===== config.mk =====
export PLATFORM = sky130hd
export DESIGN_NAME = bcd_timer
export DESIGN_NICKNAME = d
export VERILOG_FILES = /design/src/rtl/bcd_timer.sv
export SDC_FILE = /design/constraint.sdc
export NUM_CORES = 1
export LEC_CHECK = 0
export ABC_AREA = 1
export BUFFER_PORTS_ARGS = -buffer_cell sky130_fd_sc_hd__clkbuf_2
export CELL_PAD_IN_SITES_DETAIL_PLACEMENT = 1
export CELL_PAD_IN_SITES_GLOBAL_PLACEMENT = 1
export CORE_MARGIN = 2
export CORE_UTILIZATION = 39
export DETAILED_ROUTE_END_ITERATION = 10
export GPL_ROUTABILITY_DRIVEN = 0
export GPL_TIMING_DRIVEN = 1
export PLACE_DENSITY = 0.88
export SLEW_MARGIN = 10
export SYNTH_ARGS = -nofsm -noshare
export SYNTH_HDL_FRONTEND = slang
export SYNTH_SLANG_ARGS = --single-unit

===== constraint.sdc =====
create_clock -name clk -period 2.1 [get_ports clk]
set_clock_uncertainty 0.05 [all_clocks]
set_input_delay 0.105 -clock clk [delete_from_list [all_inputs] [get_ports clk]]
set_output_delay 0.105 -clock clk [all_outputs]
set_load 0.02 [all_outputs]

===== src/rtl/bcd_timer.sv =====
// Multi-digit BCD up/down timer with its own tick prescaler, start/stop/load
// commands, optional auto-reload and a one-cycle expiry pulse.
module bcd_timer #(
   parameter int                  DIGITS   = 4,
   parameter logic [4*DIGITS-1:0] MODULI   = 16'h9999,
   parameter int                  TICK_DIV = 5_000_000
) (
   input  logic                  clk,
   input  logic                  rst,
   input  logic                  i_load,
   input  logic [4*DIGITS-1:0]   i_load_value,
   input  logic                  i_start,
   input  logic                  i_stop,
   input  logic                  i_dir,
   input  logic                  i_autoreload,
   output logic [4*DIGITS-1:0]   o_value,
   output logic                  o_running,
   output logic                  o_tick,
   output logic                  o_expired,
   output logic [1:0]            dbg_state
);

   localparam int             W          = 4 * DIGITS;
   localparam int             PW         = $clog2(TICK_DIV);
   localparam logic [PW-1:0]  PRESC_LAST = PW'(TICK_DIV - 1);

   typedef enum logic [1:0] {
      IDLE = 2'd0,
      RUN  = 2'd1,
      DONE = 2'd2
   } state_t;

   state_t          state;
   logic [W-1:0]    reload;
   logic [PW-1:0]   presc;

   logic [W-1:0]    terminal;
   logic [W-1:0]    stepped;
   logic [W-1:0]    load_clamped;
   logic            at_terminal;
   logic            step_hits;
   logic            presc_wrap;

   // Any nibble above its modulus is pulled down to it, so the counter never
   // holds a digit it cannot step through.
   function automatic logic [W-1:0] clamp_value(input logic [W-1:0] v);
      logic [W-1:0] r;
      r = v;
      for (int d = 0; d < DIGITS; d++) begin
         if (v[4*d +: 4] > MODULI[4*d +: 4])
            r[4*d +: 4] = MODULI[4*d +: 4];
      end
      return r;
   endfunction

   function automatic logic [W-1:0] step_value(input logic [W-1:0] v, input logic down);
      logic [W-1:0] r;
      logic         carry;
      logic [3:0]   nib;
      logic [3:0]   lim;
      r     = v;
      carry = 1'b1;
      for (int d = 0; d < DIGITS; d++) begin
         nib = v[4*d +: 4];
         lim = MODULI[4*d +: 4];
         if (carry) begin
            if (down) begin
               if (nib == 4'd0) begin
                  r[4*d +: 4] = lim;
               end else begin
                  r[4*d +: 4] = nib - 4'd1;
                  carry       = 1'b0;
               end
            end else begin
               if (nib == lim) begin
                  r[4*d +: 4] = 4'd0;
               end else begin
                  r[4*d +: 4] = nib + 4'd1;
                  carry       = 1'b0;
               end
            end
         end
      end
      return r;
   endfunction

   assign terminal     = i_dir ? '0 : MODULI;
   assign at_terminal  = (o_value == terminal);
   // A step taken while already at terminal holds there instead of wrapping.
   assign stepped      = at_terminal ? o_value : step_value(o_value, i_dir);
   assign step_hits    = (stepped == terminal);
   assign presc_wrap   = (presc == PRESC_LAST);
   assign load_clamped = clamp_value(i_load_value);
   assign dbg_state    = state;

   always_ff @(posedge clk or posedge rst) begin
      if (rst) begin
         state     <= IDLE;
         o_value   <= '0;
         reload    <= '0;
         presc     <= '0;
         o_running <= 1'b0;
         o_tick    <= 1'b0;
         o_expired <= 1'b0;
      end else begin
         o_tick    <= 1'b0;
         o_expired <= 1'b0;
         if (i_load) begin
            o_value   <= load_clamped;
            reload    <= load_clamped;
            presc     <= '0;
            state     <= IDLE;
            o_running <= 1'b0;
         end else if (i_stop) begin
            // Stop outranks start even outside RUN; the prescaler keeps its
            // partial period for a later resume.
            if (state == RUN) begin
               state     <= IDLE;
               o_running <= 1'b0;
            end
         end else if (i_start && (state != RUN)) begin
            if (!at_terminal) begin
               state     <= RUN;
               o_running <= 1'b1;
            end else if (i_autoreload) begin
               o_value   <= reload;
               presc     <= '0;
               state     <= RUN;
               o_running <= 1'b1;
            end
         end else if (state == RUN) begin
            if (presc_wrap) begin
               presc  <= '0;
               o_tick <= 1'b1;
               if (step_hits) begin
                  o_expired <= 1'b1;
                  if (i_autoreload) begin
                     o_value <= reload;
                  end else begin
                     o_value   <= stepped;
                     state     <= DONE;
                     o_running <= 1'b0;
                  end
               end else begin
                  o_value <= stepped;
               end
            end else begin
               presc <= presc + 1'b1;
            end
         end
      end
   end

endmodule


==> results of run 1 <==
## synthesized netlist by cell type, drive strengths merged
master and n:
nand3 79, a211oi 2, clkbuf 6, o21a 4, dfrtp 59, nor3 15, nor2 81, a21oi 38
o21ai 50, ha 1, nor3b 3, a31oi 3, o2bb2ai 7, nand2 202, xor2 3, o31ai 1
inv 103, nor4 5, o221a 2, o21bai 1, clkinv 1, buf 17, nand4 11, nand3b 3
## metrics by stage
stage	setup TNS (ns)	utilization, %	setup slack, ns	std cells
CTS	-15.59	61.99	-0.5716	1039
detailed placement	-17.45	50.15	-0.6594	970
global placement	-9.320	50.15	-0.3904	970
floorplan	-3.669	-	-0.2414	697
## cells by family after synthesis
kind of cell	Yosys count
AND/OR/NAND/NOR	399
buffers and inverters	127
AO/OA/AOI/OAI	108
flip-flops	59
XOR/XNOR	3
adder cells (fa/ha/maj)	1
## timing repair
action,CTS
endpoints found under the setup margin,42
resized for setup,164
endpoints found under the hold margin,66
gates cloned,3
hold buffers,8
buffers inserted,49
pin swaps,77
==> results.py, run 1 <==
metrics = {
    "synth": {
        "synth_area_leaders": "dfrtp_1 (32%), nand2_1 (16%), nand3_1 (8.0%)",
        "synth-seq-cells": 59,
        "synth-warning-count": 0,
        "synth_top_area_share_pct": 32.37,
        "syn_inst": 697,
        "ys_types": 42,
        "synth_compound_area_share_pct": 13.96,
        "synthXorXnorAreaFrac_pct": 0.5761,
        "synth_top_family_by_area": "simple AND/OR/NAND/NOR gates",
        "synthAdderAreaFrac_pct": 0.2743,
        "yosys.area_share.simple_pct": 40.91,
        "ys_seq_area_share_pct": 32.37,
        "synth_nets": 721,
        "avgSynthCellArea_um2": 6.543,
        "mappedNetlistArea_mm2": 0.004561,
        "muxShareOfSynthArea_pct": 0,
        "synth_top_area_cell": "dfrtp_1",
    },
    "cts": {
        "cts_buffers": 9,
        "cts.sinks": 59,
        "cts_buffer_depth": 2,
        "htree_num_levels": 3,
        "cts_root_buf": "clkbuf_16",
    },
    "status": {
        "error": "[ERROR DPL-0033] detailed placement checks failed during check placement.",
        "haltStage": "global routing (5_1_grt)",
        "run_status": "aborted with a tool error",
    },
    "floorplan": {
        "die_y_um": 112.1,
        "die_w_um": 112.1,
        "start_util_pct": 39.94,
        "ios": 44,
        "rows": 39,
    },
    "sta": {
        "worst_endpoint": "o_value[9]$_DFFE_PP0P_/D",
        "worst_endpoint_kind": "register data pin",
    },
    "placed_design": {
        "place_hpwl_mm": 13.71,
        "port_buffers": 43,
        "placed_cell_area_mm2": 0.005727,
    },
    "grt": {
        "antenna_found_initial": 2,
        "grt_max_degree": 60,
    },
}
==> run 2, diff against run 1 <==
Settings changed: CELL_PAD_IN_SITES_DETAIL_PLACEMENT 1 to default, CELL_PAD_IN_SITES_GLOBAL_PLACEMENT 1 to default, CORE_UTILIZATION 39 to 35, PLACE_DENSITY 0.88 to default, PLACE_DENSITY_LB_ADDON from default to 0.15.
Clock period 2.1 ns to 2.7 ns, I/O delays scaled along.
==> run 2 against run 1 <==
Effect of this change:
- the flow now finishes, with violations (hold timing)
- synthesized cell count is the same
- area after synthesis did not move
==> results.py, run 2 <==
metrics = {
    "synth": {
        "ys_seq_area_share_pct": 32.37,
        "synth_top_area_cell": "dfrtp_1",
        "synth_nets": 721,
        "synth-warning-count": 0,
        "ys_types": 42,
        "synth_ff_type": "dfrtp_1",
        "mappedNetlistArea_mm2": 0.004561,
        "synth_top_area_share_pct": 32.37,
        "yosys-top-cells-count": "nand2_1 (189), inv_1 (91), nand3_1 (73), nor2_1 (69), dfrtp_1 (59)",
        "synth_most_common_cell": "nand2_1",
        "synth-seq-cells": 59,
        "synth_edf_count": 0,
        "ys_async_sr_fraction_pct": 100.0,
        "synth_area_leaders": "dfrtp_1 (32%), nand2_1 (16%), nand3_1 (8.0%)",
        "syn_inst": 697,
        "avgSynthCellArea_um2": 6.543,
    },
    "power_and_ir_drop": {
        "p_leak_nw": 2.872,
        "finalPower_mw": 3.768,
        "peakVddDrop_v": 0.0003119,
        "power.density_mw_per_mm2": 653.5,
    },
    "finish": {
        "instances_no_fill": 963,
        "largest_register_ffs": 23,
        "layout_common_cells": "nand2_1 (183), inv_1 (88), nand3_1 (71)",
        "n_antenna_cell": 0,
        "final_common_cell": "nand2_1",
        "top_register": "presc",
        "area_growth_pct": 26.42,
        "top_regs": "presc (23), o_value (16), reload (16)",
        "fillers": 1344,
        "drive_above_1_share_pct": 26.04,
        "nets": 810,
    },
    "sta": {
        "setup_viol": 0,
        "final.setup.worst_slack_ns": 0.07466,
        "slew_headroom_pct": 48.10,
        "timing.fmax_ghz": 0.3809,
        "rsz0062_at_grt": "yes",
        "setup_tns_ns": 0,
        "whs_ns": -0.04402,
        "period_minus_slack_ns": 2.625,
        "hold_viol_final": 59,
        "min_period_over_period_pct": 97.23,
        "worst_pin_slew_ns": 0.7785,
        "drv_slew": 0,
    },
    "placed_design": {
        "preCtsSetupSlack_ns": -0.1109,
        "place_hpwl_mm": 10.07,
        "place_inst": 937,
        "port_buffers": 43,
    },
    "cts": {
        "clk_latency_ns": 0.32,
        "cts_buffer_depth": 2,
        "cts.sinks": 59,
        "cts_tree": "yes",
        "cts_buffers": 9,
        "clkTransAtPathRegs_ns": 0.05,
        "cts_root_buf": "clkbuf_16",
        "htree_num_levels": 3,
    },
    "status": {
        "violations": "hold timing",
        "run_status": "finished, violations left",
    },
    "route": {
        "dr.pass1.iters": 5,
        "avgViaCountPerCell": 5.020,
        "wl_mm": 13.36,
        "wl_per_cell_um": 13.87,
        "ant_nets": 0,
        "drc": 0,
        "vias": 4834,
        "first_iter_violations": 438,
    },
    "floorplan": {
        "core-area_mm2": 0.01267,
        "die_y_um": 118.2,
        "start_util_pct": 35.99,
        "rows": 41,
        "dieArea_mm2": 0.01396,
        "die_w_um": 118.2,
        "ios": 44,
    },
    "grt": {
        "grt_pass1_wl_mm": 22.15,
        "grt_max_degree": 60,
        "antenna_found_initial": 0,
        "grt_pass1_vias": 4440,
        "grt-ovfl-total": 0,
        "grt.total_usage_pct": 19.46,
    },
    "setup_path": {
        "cp_cell_sequence": "buf_12 > nor2_4 > nand2_2 > nand2_2 > nand2_2 > nor2_2 > nand2_2 > buf_6 > o21ai_4 > nand3_4 > nor2_4 > nand2_4 > nor3_4 > nand2_2 > nor3_2 > nand2_1 > nand2_1 > nor2_1",
        "reg2reg_to": "presc[15]$_DFFE_PP0P_",
        "cp-end-kind": "flop",
        "worst_ep_required_time_ns": 2.87,
        "reg2reg_from": "o_value[4]$_DFFE_PP0P_",
        "critical_path_buf_inv_count": 2,
        "worstPathArrival_ns": 2.79,
        "path_common_cell": "nand2_2",
        "crit_family": "simple AND/OR/NAND/NOR gates",
        "worstSetupPathType": "flop to flop",
        "r2r_setup_slack_ns": 0.07,
        "cpMaxStageDelayCell": "dfrtp_2",
        "r2r_cells": 18,
        "cpPeakStageDelay_ns": 0.48,
        "critPathMaxFanout": 6,
        "startpoint_type": "flop",
    },
    "run": {
        "drv_cap": 0,
    },
    "min_path": {
        "hp-class": "primary input to async pin",
    },
}
==> run 2: worst register-to-register path, delay by kind of cell, from the launching register on <==
| kind | cells | cell delay (ns) |
|---|---|---|
| AND/OR/NAND/NOR | 15 | 1.53 |
| buffers and inverters | 2 | 0.31 |
| flip-flops | 1 | 0.48 |
| AO/OA/AOI/OAI | 1 | 0.16 |
==> run 2: how the worst max path moves through the flow <==
stage,startpoint,end,slack (ns),cells after the start
2_1_floorplan,o_value[0]$_DFFE_PP0P_,o_value[10]$_DFFE_PP0P_,0.30,18
3_3_place_gp,o_value[4]$_DFFE_PP0P_,dbg_state[0]$_DFFE_PP0P_,-0.07,16
3_5_place_dp,o_value[4]$_DFFE_PP0P_,dbg_state[1]$_DFFE_PP0P_,-0.11,16
4_1_cts,o_value[4]$_DFFE_PP0P_,dbg_state[0]$_DFFE_PP0P_,0.004,16
5_1_grt,o_value[4]$_DFFE_PP0P_,presc[15]$_DFFE_PP0P_,-0.11,18
6_report,o_value[4]$_DFFE_PP0P_,presc[15]$_DFFE_PP0P_,0.07,18
==> run 2: routing by layer <==
metal  part of all wire (%)  up-vias  GRT usage, %
li1                       -     2430             -
met1                     50     2237         28.48
met4                    1.6        0         6.099
met2                     43      150         29.26
met3                    4.9       17         3.041
met5                      0        -             0
==> run 2: repair_timing <==
item,CTS,global route
endpoints found under the hold margin,1,0
hold buffers,1,0
resized for setup,2,47
setup buffers,0,9
setup endpoints to repair,7,35
pin swaps,0,15
==> run 2: report_power, final <==
group	switching (mW)	internal (mW)
clock network	0.400	0.738
registers	0.143	0.984
logic	0.940	0.563
==> run 2: cell type report <==
cell class | count | area [um^2] | share of cell area (%)
clock buffers | 12 | 246.5 | 4.275
clock inverters | 4 | 50.05 | 0.8681
inverters | 104 | 409.1 | 7.096
multi-input cells | 511 | 2664 | 46.20
flip-flops and latches | 59 | 1488 | 25.80
well taps | 172 | 215.2 | 3.733
repair buffers | 101 | 693.2 | 12.02
==> run 2: metrics by stage <==
stage               util, %  hold WS [ns]  instance area (um^2)
floorplan                 -        0.1683                  4561
global placement      41.19        0.3378                  5219
detailed placement    41.19        0.3298                  5219
CTS                   43.63      0.008919                  5528
global route          45.50       0.01436                  5766
finish                45.50      -0.04402                  5766
==> run 2: cells by family (layout without fill, tap and decap cells) <==
group,count (synthesis),after routing,synth area share [%]
xor gates and xnor gates,3,3,0.5762
adders and majority gates,1,1,0.2743
buffers and inverters,127,221,11.91
AOI/OAI and AO/OA,108,108,13.96
and+or+nand+nor,399,399,40.91
DFF,59,59,32.37
(Power assumes the default switching activity.)
